### src/rtl/retire_stage.sv
// ----------------------------------------------------------------------------
// retire_stage
//   Two-wide in-order commit stage that sits directly behind the ROB.
//   - Each cycle it looks at the two oldest ROB entries and pops those that can
//     commit. The pop request is combinational.
//   - Each committed destination updates the retirement RAT (RRAT).
//   - The physical register that the new mapping replaces is returned to the
//     free list one cycle later.
//   - A committed mispredicted branch produces a one-cycle flush pulse with the
//     correct PC. Retirement then stalls for RECOVER_CYC cycles.
//   - A committed halt instruction parks the stage in HALT until reset.
//   - Every committed instruction is counted.
//
// Ports
//   clk, reset                 clock (rising edge); synchronous active-high reset
//   rob_valid1/2               head / head+1 entry present and complete
//   rob_pdest1/2, rob_adest1/2 physical / architectural destination
//   rob_ir1/2                  instruction word (used for halt detection)
//   rob_miss1/2, rob_target1/2 mispredicted-branch flag and its correct target
//   retire1/2                  pop request to the ROB (combinational)
//   free_valid1/2, free_idx1/2 registered free-list return
//   flush, flush_pc            pipeline flush pulse and redirect PC
//   rrat_flat                  RRAT, entry i at [i*PRF_IDX +: PRF_IDX]
//   halted                     sticky halt indication
//   retired_cnt                total committed instructions
// ----------------------------------------------------------------------------
module retire_stage #(
    parameter int PRF_IDX     = 6,
    parameter int ARF_IDX     = 5,
    parameter int ARF_SIZE    = 32,
    parameter int ZERO_REG    = 31,
    parameter int RECOVER_CYC = 2
) (
    input  logic                        clk,
    input  logic                        reset,
    input  logic                        rob_valid1,
    input  logic                        rob_valid2,
    input  logic [PRF_IDX-1:0]          rob_pdest1,
    input  logic [PRF_IDX-1:0]          rob_pdest2,
    input  logic [ARF_IDX-1:0]          rob_adest1,
    input  logic [ARF_IDX-1:0]          rob_adest2,
    input  logic [31:0]                 rob_ir1,
    input  logic [31:0]                 rob_ir2,
    input  logic                        rob_miss1,
    input  logic                        rob_miss2,
    input  logic [63:0]                 rob_target1,
    input  logic [63:0]                 rob_target2,
    output logic                        retire1,
    output logic                        retire2,
    output logic                        free_valid1,
    output logic                        free_valid2,
    output logic [PRF_IDX-1:0]          free_idx1,
    output logic [PRF_IDX-1:0]          free_idx2,
    output logic                        flush,
    output logic [63:0]                 flush_pc,
    output logic [ARF_SIZE*PRF_IDX-1:0] rrat_flat,
    output logic                        halted,
    output logic [63:0]                 retired_cnt
);

    typedef enum logic [1:0] {RUN, FLUSH, RECOVER, HALT} state_t;

    localparam int CNT_W = $clog2(RECOVER_CYC + 1);
    localparam logic [31:0] HALT_IR = 32'h0000_0555;

    state_t             state;
    state_t             state_next;
    logic [CNT_W-1:0]   recover_cnt;
    logic [PRF_IDX-1:0] rrat [ARF_SIZE];

    logic               halt1;
    logic               halt2;
    logic               write1;
    logic               write2;
    logic [PRF_IDX-1:0] old1;
    logic [PRF_IDX-1:0] old2;

    assign halt1 = (rob_ir1 == HALT_IR);
    assign halt2 = (rob_ir2 == HALT_IR);

    // Writes to the zero register still retire but never touch the RRAT.
    assign write1 = retire1 && (rob_adest1 != ARF_IDX'(ZERO_REG));
    assign write2 = retire2 && (rob_adest2 != ARF_IDX'(ZERO_REG));

    // When slot 2 overwrites the register slot 1 just wrote, the mapping that
    // slot 2 supersedes is slot 1's new pdest, not the stale RRAT entry.
    assign old1 = rrat[rob_adest1];
    assign old2 = (write1 && (rob_adest1 == rob_adest2)) ? rob_pdest1 : rrat[rob_adest2];

    // State register.
    always_ff @(posedge clk) begin
        if (reset) begin
            state <= RUN;
        end else begin
            state <= state_next;
        end
    end

    // Recovery stall counter. It is cleared during FLUSH and counts while in RECOVER.
    always_ff @(posedge clk) begin
        if (reset) begin
            recover_cnt <= '0;
        end else if (state == FLUSH) begin
            recover_cnt <= '0;
        end else if (state == RECOVER) begin
            recover_cnt <= recover_cnt + CNT_W'(1);
        end
    end

    // Next-state logic. Slot 1 events take priority because slot 2 is blocked
    // whenever slot 1 is a mispredict or a halt.
    always_comb begin
        state_next = state;
        unique case (state)
            RUN: begin
                if (retire1 && rob_miss1) begin
                    state_next = FLUSH;
                end else if (retire1 && halt1) begin
                    state_next = HALT;
                end else if (retire2 && rob_miss2) begin
                    state_next = FLUSH;
                end else if (retire2 && halt2) begin
                    state_next = HALT;
                end
            end
            FLUSH: begin
                state_next = RECOVER;
            end
            RECOVER: begin
                if (recover_cnt == CNT_W'(RECOVER_CYC - 1)) begin
                    state_next = RUN;
                end
            end
            HALT: begin
                state_next = HALT;
            end
            default: begin
                state_next = RUN;
            end
        endcase
    end

    // Output decode.
    always_comb begin
        retire1 = (state == RUN) && rob_valid1;
        retire2 = retire1 && rob_valid2 && !rob_miss1 && !halt1;
        flush   = (state == FLUSH);
        halted  = (state == HALT);
    end

    // RRAT, free-list return, redirect PC and retire counter.
    // Slot 2's RRAT write comes after slot 1's, so slot 2 wins on equal adest.
    always_ff @(posedge clk) begin
        if (reset) begin
            for (int i = 0; i < ARF_SIZE; i++) begin
                rrat[i] <= PRF_IDX'(i);
            end
            free_valid1 <= 1'b0;
            free_valid2 <= 1'b0;
            free_idx1   <= '0;
            free_idx2   <= '0;
            flush_pc    <= '0;
            retired_cnt <= '0;
        end else begin
            free_valid1 <= write1;
            free_valid2 <= write2;
            if (write1) begin
                free_idx1          <= old1;
                rrat[rob_adest1]   <= rob_pdest1;
            end
            if (write2) begin
                free_idx2          <= old2;
                rrat[rob_adest2]   <= rob_pdest2;
            end
            if (retire1 && rob_miss1) begin
                flush_pc <= rob_target1;
            end else if (retire2 && rob_miss2) begin
                flush_pc <= rob_target2;
            end
            retired_cnt <= retired_cnt + 64'(retire1) + 64'(retire2);
        end
    end

    for (genvar g = 0; g < ARF_SIZE; g++) begin : g_rrat_flat
        assign rrat_flat[g*PRF_IDX +: PRF_IDX] = rrat[g];
    end

endmodule

### config.mk
export PLATFORM = sky130hd
export DESIGN_NAME = retire_stage
export DESIGN_NICKNAME = d
export VERILOG_FILES = /design/src/rtl/retire_stage.sv
export SDC_FILE = /design/constraint.sdc
export NUM_CORES = 1
export LEC_CHECK = 0
export BUFFER_PORTS_ARGS = -buffer_cell sky130_fd_sc_hd__buf_2
export CAP_MARGIN = 25
export CORE_ASPECT_RATIO = 1.1
export CORE_UTILIZATION = 30
export CTS_BUF_LIST = sky130_fd_sc_hd__clkbuf_4 sky130_fd_sc_hd__clkbuf_8
export CTS_CLUSTER_DIAMETER = 100
export DETAILED_ROUTE_END_ITERATION = 10
export GPL_ROUTABILITY_DRIVEN = 0
export HOLD_SLACK_MARGIN = 0.05
export PLACE_DENSITY = 0.53
export REMOVE_ABC_BUFFERS = 1
export SYNTH_ARGS = -nofsm -noshare
export SYNTH_HDL_FRONTEND = slang
export SYNTH_SLANG_ARGS = --single-unit
### constraint.sdc
create_clock -name clk -period 5.4 [get_ports clk]
set_input_delay 0.27 -clock clk [delete_from_list [all_inputs] [get_ports clk]]
set_output_delay 0.27 -clock clk [all_outputs]
set_load 0.02 [all_outputs]
* After elaboration in Yosys (flattened, before gate mapping)
Memory sizes are Yosys's and may differ from the RTL's. A register that Yosys moved wholly into a read port is not among the register bits.
Cells that the tools add are included.
** Word-level totals
- Bits in registers :: 134
- Output and inout bits :: 338
- Memories :: 1
- RAM bits :: 192
- Input bits :: 220
** Memory list
- rrat :: words 32, width 6, read ports 34, clocked after memory_dff 2, wr ports 32, line 69 : logic [PRF_IDX-1:0] rrat [ARF_SIZE];
** Cells by class
- Mux-type cells :: 22
- Add/subtract/negate cells :: 3
- Reduce and logical (&&, ||, !) cells :: 18
- Eq/ne operators :: 10
** Operator list (count)
- 64-bit by 1-bit adder with 64-bit output :: 2
- 64-bit 2-to-1 mux :: 2
- 32-bit by 11-bit == test with 1-bit output (second input constant) :: 2
- 6-bit 2-to-1 mux :: 2
- 6-bit OR reduction :: 2
- 1-bit logical AND :: 10
- 1-bit 2-to-1 mux :: 10
- 2-bit 2-to-1 mux :: 5
- 5-bit 2-to-1 mux :: 2
- 5-bit inequality test (second input constant) :: 2
- 2-bit one-hot mux with 4 select lines :: 1
- 5-bit by 3-bit inequality test with 1-bit output (second input constant) :: 1
- 2-bit by 1-bit == test with 1-bit output (second input constant) :: 2
- 2-bit == test (second input constant) :: 2
- 2-bit by 1-bit adder with 2-bit output (second input constant) :: 1
- 1-bit logical NOT :: 2
- 2-bit logical NOT :: 1
- 2-bit by 1-bit inequality test with 1-bit output (second input constant) :: 1
- 2-bit AND reduction :: 1
- 2-bit nonzero test :: 1
- 2-bit OR reduction :: 1

* Depth between registers and ports, before layout
Gate-level depths: netlist of the first run.
- Word-level depth :: 11
- Gate-level depth with buffers :: 16
- Mapped depth without buffers :: 13

* Worst setup path after synthesis of the first run
No wires, ideal clock.
- Path type :: register to register
- Start point :: register state[0]
- End point :: register retired_cnt[62]
- Path slack :: 1.708 ns
- Data required time :: 5.277 ns
- Library setup time :: 0.123 ns
- Period minus slack after synthesis :: 3.692 ns
- Buffers on the path :: 1
- Stages on the path, launching flop included :: 15
- Data arrival time :: 3.568 ns
- Cell sequence :: dfxtp_1 -> inv_1 -> ha_1 -> and2_1 -> buf_2 -> nand3b_1 -> a21oi_1 -> inv_1 -> fa_1 -> nand4b_1 -> nor3_1 -> nand3_2 -> nor4_4 -> nand3_1 -> mux2_1
** Between the ends
- Cells in the longest elaborated chain, start to end :: 6
** RTL lines
- from (decl) :: line 66 : state_t state;
- from (signal assigned) :: line 95 : state <= state_next;
- 2-bit logical NOT :: line 145 : retire1 = (state == RUN) && rob_valid1;
- 1-bit logical AND :: line 145
- net retire1 :: line 48 : output logic retire1,
- 1-bit logical AND (3 in a row) :: line 146 : retire2 = retire1 && rob_valid2 && !rob_miss1 && !halt1;
- net retire2 :: line 49 : output logic retire2,
- 64-bit by 1-bit adder with 64-bit output :: line 180 : retired_cnt <= retired_cnt + 64'(retire1) + 64'(retire2);
- to (signal assigned) :: line 180
- to (decl) :: line 58 : output logic [63:0] retired_cnt
The timed path passes the listed nets, and every way through them passes these cells.
A chain may end at the register's enable or synchronous reset.

* Worst setup path after layout of the first run
- Start point :: register state[1]
- End point :: register retired_cnt[41]
** Between the ends
- Cells in the longest elaborated chain, start to end :: 6
** RTL lines (line)
- 2-bit logical NOT * :: 145
- 1-bit logical AND * :: 145
- parallel branches: the longest is 3 deep, another holds 64-bit by 1-bit adder with 64-bit output
- 64-bit by 1-bit adder with 64-bit output * :: 180
Mark *: on every way between the ends.

==> impl_metrics.json, run 1 <==
{
  "outcome": "finished, final reports clean",
  "synth_flop_cell": "edfxtp_1",
  "hold_path_startpoint": "rob_valid1",
  "wl_met3_mm": 8.88,
  "whs_endpoint": "state[0]",
  "worst-r2r-setup-slack_ns": 1.48,
  "synth.top_cell.area_share_pct": 30.6,
  "stdcell_count": 3325,
  "synth-seq-area-share_pct": 46.1,
  "track_usage_pct": 26.1,
  "timing.final.crit_period_ns": 3.92,
  "cp-end-kind": "flip-flop",
  "hold_class": "primary input to flip-flop",
  "die_w_um": 241,
  "synth_area_per_cell_um2": 10.3,
  "synth-edff-count": 192,
  "intPower_w": 0.00492,
  "switchingPower_w": 0.00234,
  "cts_root_buf": "clkbuf_8",
  "synth.largest_area_cell": "edfxtp_1",
  "layout_commonest_cell": "buf_2",
  "critPathSlowestCell": "nand4_1",
  "max_freq_ghz": 0.255,
  "io_buffers": 557,
  "cts_buffers": 61,
  "ys_warn_count": 0,
  "required_ns": 5.92,
  "synthArstFlopShare_pct": 0,
  "core-area_um2": 61600,
  "nNetsFinal": 2677,
  "cap_violations": 0,
  "p_comb_share_pct": 23.8,
  "h-tree-depth": 2,
  "antenna_found_initial": 9,
  "cts_resized": 0,
  "critPathLaunchType": "flip-flop",
  "clk_transition_reported_paths_ns": 0.06,
  "max_slew_margin_pct": 29.8,
  "final_cell_mix": "554 x buf_2, 204 x nor2_1, 192 x edfxtp_1, 181 x nand2_1, 146 x dfxtp_1",
  "route.detailed.drc": 0,
  "p_leak_nw": 9.16,
  "grt_pass1_wl_mm": 121,
  "die_area_um2": 63800,
  "routedWlPerCell_um": 25.7,
  "first_pass_iters": 8,
  "yosys-top-cells-area": "edfxtp_1 31%, dfxtp_1 16%, mux4_2 12%",
  "rr_worst_depth": 13,
  "rsz0062_at_grt": "no",
  "p_sw_share_pct": 32.2,
  "ys_seq_elements": 338,
  "routed_wirelength_mm": 85.3,
  "vias_per_cell": 5.55,
  "initial_utilization_pct": 30.6,
  "dp_cells": 3083,
  "ant_nets": 0,
  "via_count": 18500,
  "clkPwrFrac_pct": 34.7,
  "die_y_um": 265,
  "yosysUniqueCellTypes": 66,
  "seq_power_share_pct": 41.5,
  "drv_slew": 0,
  "worstReg2RegEnd": "retired_cnt[41]",
  "met1_length_mm": 28.7,
  "clock_latency_ns": 0.69,
  "rr_startpoint": "state[1]",
  "grt_pass1_vias": 17900,
  "min_delay_path_depth": 5,
  "finalHoldViolations": 0,
  "crit_chain": "inv_1 -> ha_1 -> and2_1 -> nand3b_1 -> a21oi_1 -> inv_1 -> fa_1 -> nand4b_1 -> nor3_1 -> nand4_1 -> nor4_1 -> xnor2_1 -> nor2_1",
  "crit_path_max_fanout": 14,
  "fp-row-count": 95,
  "fin_skew_ns": 0.0490,
  "fillers": 6137,
  "drive_above_1_share_pct": 33.1,
  "cts_tree": "done",
  "synthCells": 1834,
  "critPathMaxStageDelay_ns": 0.62,
  "setup_tns_ns": 0,
  "dr.max_layer_used": "met5",
  "setup_viol": 0,
  "critPathArrivalTime_ns": 4.44,
  "io-pin-count": 558,
  "syn_area_um2": 18800,
  "grt_max_degree": 91,
  "cts.path.max_buffers": 3,
  "wl_met2_mm": 42.5,
  "finalCritPeriodShare_pct": 72.5,
  "area_growth_pct": 31.3,
  "overflow": 0,
  "max_slew.worst_pin.slew_ns": 1.05,
  "clock_sinks": 338,
  "ir_worst_vdd_mv": 0.333,
  "crit_top_cell": "inv_1",
  "p_per_area_nw_per_um2": 294,
  "drtIter0Drc": 1788,
  "dp_hpwl_mm": 62.1,
  "worstSetupPathType": "flip-flop to flip-flop",
  "setup.worst_path.start": "state[1]"
}
[metal layers]
metal  vias up  global-route usage [%]
met1      8891                    28.7
met4         2                    14.5
met3       248                    6.59
met2      1197                    45.7
li1       8116                       -
met5         -                       0
[layout make-up]
| type | count | area, um^2 | share of cell area, % |
|---|---|---|---|
| Inverter | 31 | 116 | 0.471 |
| Timing Repair Buffer | 708 | 4250 | 17.2 |
| Antenna cell | 5 | 12.5 | 0.0506 |
| Tap cell | 824 | 1030 | 4.17 |
| Clock buffer | 98 | 1180 | 4.77 |
| Sequential cell | 338 | 8690 | 35.1 |
| Clock inverter | 11 | 66.3 | 0.268 |
| Multi-Input combinational cell | 1310 | 9380 | 37.9 |
[sequential cells by signal, summed over array words and instances (netlist names)]
signal and cells:
rrat 192, flush_pc 64, retired_cnt 64, free_idx1 6, free_idx2 6, recover_cnt 2
state 2, free_valid1 1, free_valid2 1
[Yosys cell counts (all sizes together), types with 11 or more instances]
library cell	count
buf	66
nor2	205
a31oi	31
xor2	18
dfxtp	146
o21ai	123
edfxtp	192
mux4	100
clkbuf	93
nand2	181
nor3	71
mux2i	84
xnor2	33
inv	27
and3	16
a211oi	66
nand2b	11
nor4	44
nor2b	15
nand4	28
a21oi	60
or3	29
nand3	86
a22oi	24
[repair_timing]
item	CTS	global route
endpoints found under the setup margin	0	0
endpoints found under the hold margin	67	0
hold buffers	128	0
setup buffers	0	0
[power by group through the flow]
stage	logic (W)	clock network, W	registers, W
after floorplan	0.000711	0	0.00323
after global placement	0.00155	0	0.00306
after detailed placement	0.00157	0	0.00306
after CTS	0.00172	0.00258	0.00301
after global routing	0.00184	0.00268	0.00303
final	0.00173	0.00252	0.00302
[critical path: cells and delay by family (launching register included)]
kind / cells / cell delay, ns
AND/OR/NAND/NOR: 7 / 2.22
adder cells (fa/ha/maj): 2 / 0.64
flip-flops: 1 / 0.34
AO/OA/AOI/OAI: 1 / 0.20
buffers and inverters: 2 / 0.19
XOR/XNOR: 1 / 0.16
[how the worst max path moves through the flow]
| stage | endpoint | slack (ns) |
|---|---|---|
| after floorplan | state[0] | -0.28 |
| after global placement | retired_cnt[40] | 1.59 |
| after detailed placement | retired_cnt[41] | 1.50 |
| after CTS | retired_cnt[41] | 1.47 |
| after global routing | retired_cnt[41] | 1.17 |
| final | retired_cnt[41] | 1.48 |
[metrics by stage]
step	hold slack [ns]	total power [W]	setup WS (ns)	area, um^2	utilization (%)
after floorplan	0.337	0.00394	-0.284	18200	-
after global placement	0.483	0.00461	1.59	22200	36.0
after detailed placement	0.488	0.00463	1.50	22200	36.0
after CTS	0.0558	0.00731	1.47	24700	40.1
after global routing	0.112	0.00755	1.17	24700	40.2
final	0.124	0.00727	1.48	24700	40.2
[cell families after synthesis]
kind of cell / share of synthesized area (%)
buffers and inverters: 4.18
AO/OA/AOI/OAI: 10.7
adder cells (fa/ha/maj): 0.505
multiplexers: 16.8
other: 0.0399
AND/OR/NAND/NOR: 19.3
flip-flops: 46.1
XOR/XNOR: 2.37
Note: power is estimated with default switching activity, not from simulation.
==> run 2, diff against run 1 <==
- PLACE_DENSITY: 0.53 -> 0.55
- clock period: 5.4 -> 3.24 ns (I/O delays scaled with it)
==> impl_metrics.json, run 2 (synthesized netlist as in run 1, its figures left out) <==
{
  "ant_nets": 0,
  "drive_above_1_share_pct": 34.8,
  "timing.final.crit_period_ns": 3.02,
  "largest_register": "rrat",
  "first_pass_iters": 8,
  "die_area_um2": 63800,
  "cp-end-kind": "flip-flop",
  "fillers": 6091,
  "max_freq_ghz": 0.331,
  "track_usage_pct": 26.0,
  "dp_hpwl_mm": 62.2,
  "dpl-instance-area_um2": 22600,
  "fp-row-count": 95,
  "met1_length_mm": 29.2,
  "p_leak_nw": 9.44,
  "wl_met3_mm": 8.24,
  "setup_viol": 0,
  "route.detailed.drc": 0,
  "grt_max_degree": 149,
  "grt_pass1_vias": 18000,
  "wl_met2_mm": 42.4,
  "crit_chain": "inv_1 -> ha_2 -> and2_1 -> nand3b_1 -> buf_4 -> a211o_1 -> buf_12 -> nor4_2 -> or3_1",
  "drv_slew": 0,
  "clk_transition_reported_paths_ns": 0.07,
  "nNetsFinal": 2728,
  "p_total_w": 0.0122,
  "clock_sinks": 338,
  "via_count": 18400,
  "max_slew.worst_pin.slew_ns": 0.933,
  "die_w_um": 241,
  "core-area_um2": 61600,
  "p_per_area_nw_per_um2": 480,
  "worstSetupPathType": "flip-flop to flip-flop",
  "fin_skew_ns": 0.0625,
  "antenna_found_initial": 1,
  "max_slew_margin_pct": 37.3,
  "dr.max_layer_used": "met4",
  "routed_wirelength_mm": 85.0,
  "multi_input_area_um2": 9490,
  "critPathArrivalTime_ns": 3.37,
  "finalCritPeriodShare_pct": 93.3,
  "cts_tree": "done",
  "stdcell_count": 3370,
  "grt_pass1_wl_mm": 121,
  "largest_reg_flops": 192,
  "finalHoldViolations": 0,
  "cts_buffers": 58,
  "h-tree-depth": 2,
  "rsz0062_at_grt": "yes",
  "critPathMaxStageDelay_ns": 0.78,
  "cts.path.max_buffers": 3,
  "final_cell_mix": "554 x buf_2, 204 x nor2_1, 192 x edfxtp_1, 181 x nand2_1, 146 x dfxtp_1",
  "crit_path_max_fanout": 29,
  "routedWlPerCell_um": 25.2,
  "final_util_pct": 41.1,
  "overflow": 0,
  "reg_top3": "rrat (192), flush_pc (64), retired_cnt (64)",
  "fin_area_um2": 25300,
  "io-pin-count": 558,
  "seqCellArea_um2": 8690,
  "vias_per_cell": 5.47,
  "drtIter0Drc": 1923,
  "critPathSlowestCell": "nor4_2",
  "layout_commonest_cell": "buf_2",
  "die_y_um": 265,
  "dp_cells": 3131,
  "outcome": "finished, final reports clean",
  "hold_class": "primary input to flip-flop",
  "area_growth_pct": 34.4,
  "critPathLaunchType": "flip-flop",
  "cts_root_buf": "clkbuf_8",
  "ir_worst_vdd_mv": 0.396,
  "io_buffers": 557,
  "initial_utilization_pct": 30.6,
  "required_ns": 3.59,
  "clock_latency_ns": 0.68,
  "cap_violations": 0
}
[run 2: cell types whose count changed in the layout (fill, tap and decap cells not counted), sizes merged]
cell and change:
bufinv +3, diode -4, clkbuf -16, buf +49
dlygate4sd3 +5, clkinv +8, clkinvlp +1, inv -1
[run 2: per-stage QoR]
step	setup WS, ns	TNS [ns]	hold slack, ns
6_report	0.217	0	0.123
5_1_grt	-0.0148	-0.0197	0.0779
4_1_cts	0.00553	0	0.0620
3_5_place_dp	-0.116	-0.972	0.474
3_3_place_gp	-0.0671	-0.998	0.481
2_1_floorplan	-2.44	-145.26	0.229
[run 2: cell type report]
| cell class | count | area share [%] |
|---|---|---|
| well taps | 824 | 4.07 |
| clock inverters | 22 | 0.771 |
| flip-flops and latches | 338 | 34.3 |
| repair buffers | 762 | 18.8 |
| multi-input cells | 1310 | 37.5 |
| inverters | 31 | 0.460 |
| diodes | 1 | 0.00989 |
| clock buffers | 82 | 4.06 |
[run 2: metal layers]
metal,GRT usage (%),vias to the layer above
li1,-,8204
met1,28.6,8861
met2,45.3,1136
met3,6.36,247
met4,15.0,0
met5,0,-
[run 2: power by group]
part           internal [W]  switching, W
Sequential          0.00482      0.000202
Clock               0.00228       0.00187
Combinational       0.00118       0.00180
[run 2: worst paths after layout]
kind	from	endpoint	slack (ns)	cells past startpoint
setup reg to reg	state[1]	rrat[4][5]	0.22	9
setup / recovery	state[1]	rrat[4][5]	0.22	9
hold reg to reg	free_idx2[5]	free_idx2[5]	0.49	2
hold / removal	reset	rrat[31][5]	0.12	2
[run 2: worst max-delay path, delay by kind of cell, from the launching register on]
| family | cells | cell delay, ns |
|---|---|---|
| AO/OA/AOI/OAI | 1 | 0.34 |
| adder cells (fa/ha/maj) | 1 | 0.20 |
| buffers and inverters | 3 | 0.47 |
| AND/OR/NAND/NOR | 4 | 1.41 |
| flip-flops | 1 | 0.31 |
[run 2: timing repair]
item | in CTS | in global routing
pin swaps | 1 | 3
gates cloned | 0 | 0
buffers inserted | 0 | 1
hold buffers | 133 | 0
setup endpoints to repair | 15 | 43
resized for setup | 2 | 20
hold endpoints to repair | 77 | 0
==> run 3, diff against run 2 <==
- BUFFER_PORTS_ARGS: -buffer_cell sky130_fd_sc_hd__buf_2 -> -buffer_cell sky130_fd_sc_hd__buf_4
- CORE_UTILIZATION: 30 -> 35
- PLACE_DENSITY: 0.55 -> 0.62
==> impl_metrics.json, run 3 (synthesized netlist as in run 1, its figures left out) <==
{
  "via_count": 18900,
  "largest_register": "rrat",
  "overflow": 0,
  "clk_transition_reported_paths_ns": 0.06,
  "cts_buffers": 56,
  "worstSetupPathType": "flip-flop to flip-flop",
  "area_growth_pct": 40.4,
  "fin_skew_ns": 0.0586,
  "critPathLaunchType": "flip-flop",
  "cts.path.max_buffers": 3,
  "fp-row-count": 88,
  "grt_max_degree": 155,
  "critPathSlowestCell": "fa_2",
  "grt_pass1_vias": 18600,
  "first_pass_iters": 6,
  "p_total_w": 0.0123,
  "p_comb_share_pct": 25.8,
  "drtIter0Drc": 1694,
  "max_slew.worst_pin.slew_ns": 1.02,
  "setup_tns_ns": 0,
  "io_buffers": 557,
  "post-cts-setup-buffers": 0,
  "h-tree-depth": 2,
  "hold_ws_ns": 0.119,
  "crit_chain": "inv_1 -> ha_1 -> and2_1 -> nand3b_1 -> a21oi_2 -> inv_1 -> fa_2 -> nand4b_1 -> nor3_2 -> nand4_1 -> buf_4 -> nor4_2 -> xnor2_1 -> nor2_1",
  "hold_class": "primary input to flip-flop",
  "rr_startpoint": "state[1]",
  "clock_latency_ns": 0.68,
  "rsz0062_at_grt": "yes",
  "crit_cells": 14,
  "die_w_um": 223,
  "ant_nets": 0,
  "p_sw_share_pct": 31.6,
  "worst-r2r-setup-slack_ns": 0.18,
  "timing.final.crit_period_ns": 3.06,
  "max_slew_margin_pct": 32.2,
  "finalCritPeriodShare_pct": 94.5,
  "die_area_um2": 54700,
  "finalHoldViolations": 0,
  "crit_top_cell": "inv_1",
  "critical-path-top-delay-family": "simple AND/OR/NAND/NOR gates",
  "ir_worst_vdd_mv": 0.344,
  "critPathMaxStageDelay_ns": 0.37,
  "cts_root_buf": "clkbuf_8",
  "reg_top3": "rrat (192), flush_pc (64), retired_cnt (64)",
  "worstReg2RegEnd": "retired_cnt[41]",
  "routedWlPerCell_um": 26.3,
  "switchingPower_w": 0.00390,
  "final_cell_mix": "598 x buf_4, 204 x nor2_1, 192 x edfxtp_1, 181 x nand2_1",
  "required_ns": 3.74,
  "setup.worst_path.start": "state[1]",
  "io-pin-count": 558,
  "grt_pass1_wl_mm": 121,
  "clock_sinks": 338,
  "vias_per_cell": 5.89,
  "routed_wirelength_mm": 84.5,
  "drv_slew": 0,
  "fin_area_um2": 26400,
  "final_util_pct": 50.1,
  "cts_tree": "done",
  "dp_hpwl_mm": 61.0,
  "cp-end-kind": "flip-flop",
  "die_y_um": 245,
  "seq_power_share_pct": 40.9,
  "crit_buf_inv": 3,
  "setup_viol": 0,
  "drive_above_1_share_pct": 33.7,
  "layout_commonest_cell": "buf_4",
  "rr_worst_depth": 14,
  "core-area_um2": 52700,
  "track_usage_pct": 29.9,
  "p_per_area_nw_per_um2": 467,
  "crit_path_end": "retired_cnt[41]",
  "clkPwrFrac_pct": 33.3,
  "critPathArrivalTime_ns": 3.57,
  "route.detailed.drc": 0,
  "cap_violations": 0,
  "antenna_found_initial": 8,
  "p_leak_nw": 9.83,
  "dpl-instance-area_um2": 23600,
  "nNetsFinal": 2716,
  "outcome": "finished, final reports clean",
  "crit_path_max_fanout": 14,
  "max_freq_ghz": 0.327,
  "initial_utilization_pct": 35.7,
  "intPower_w": 0.00845,
  "largest_reg_flops": 192
}
run 3: cell count changes in the layout (fill, tap and decap cells not counted), moves of 2 or more:
cell / previous run / this run
diode_2: 1 / 5
buf_12: 7 / 5
buf_4: 67 / 598
buf_2: 554 / 0
clkbuf_4: 16 / 13
nor4_4: 3 / 6
buf_6: 1 / 3
clkbuf_8: 66 / 63
nor3_1: 51 / 53
nor4_2: 10 / 6
clkinvlp_4: 3 / 1
clkinv_1: 11 / 13
nor3_2: 20 / 17
dlygate4sd3_1: 133 / 146
run 3: repair_timing:
item                       CTS  global route
hold endpoints to repair   165             0
setup endpoints to repair    1            49
gates resized for setup      1            24
hold buffers               146             0
pin swaps                    0             2
run 3: power groups by stage:
stage | Combinational, W | Clock (W) | Sequential (W)
after global placement | 0.00282 | 0 | 0.00511
after CTS | 0.00314 | 0.00416 | 0.00504
after floorplan | 0.00119 | 0 | 0.00538
after global routing | 0.00337 | 0.00435 | 0.00507
after detailed placement | 0.00287 | 0 | 0.00512
final | 0.00319 | 0.00411 | 0.00505
run 3: cell type report:
cell class / instances / area (um^2)
fillers: 4717 / 26300
multi-input cells: 1310 / 9510
flip-flops and latches: 338 / 8690
repair buffers: 752 / 6080
clock buffers: 76 / 965
well taps: 675 / 845
clock inverters: 23 / 221
inverters: 31 / 116
diodes: 5 / 12.5
run 3: worst register-to-register path, cell delays in order, from the launching register on:
cell	delay (ns)
dfxtp_1	0.34
inv_1	0.10
ha_1	0.18
and2_1	0.15
nand3b_1	0.12
a21oi_2	0.14
inv_1	0.06
fa_2	0.37
nand4b_1	0.27
nor3_2	0.25
nand4_1	0.12
buf_4	0.24
nor4_2	0.37
xnor2_1	0.16
nor2_1	0.05
run 3: layer usage:
layer | global-route usage, % | vias up | share of wire (%)
met5 | 0 | - | 0.017
met4 | 20.6 | 2 | 7.4
met3 | 7.54 | 301 | 10
met2 | 51.6 | 1277 | 49
met1 | 32.2 | 9121 | 33
li1 | - | 8190 | -
run 3: how the worst min path moves through the flow:
stage                        start             end  slack (ns)  depth (start not counted)
floorplan                    reset  retired_cnt[0]        0.23                          1
global placement    recover_cnt[1]  recover_cnt[1]        0.48                          2
detailed placement    flush_pc[37]    flush_pc[37]        0.49                          2
CTS                  rob_pdest1[1]      rrat[1][1]        0.05                          3
global route         rob_adest2[2]     rrat[25][2]        0.08                          3
finish               rob_adest2[2]     rrat[25][2]        0.12                          3
run 3: metrics by stage:
step,setup WS (ns),std cells
2_1_floorplan,-2.44,1679
3_3_place_gp,0.111,2960
3_5_place_dp,0.0420,2960
4_1_cts,0.0178,3205
5_1_grt,-0.0362,3210
6_report,0.178,3210
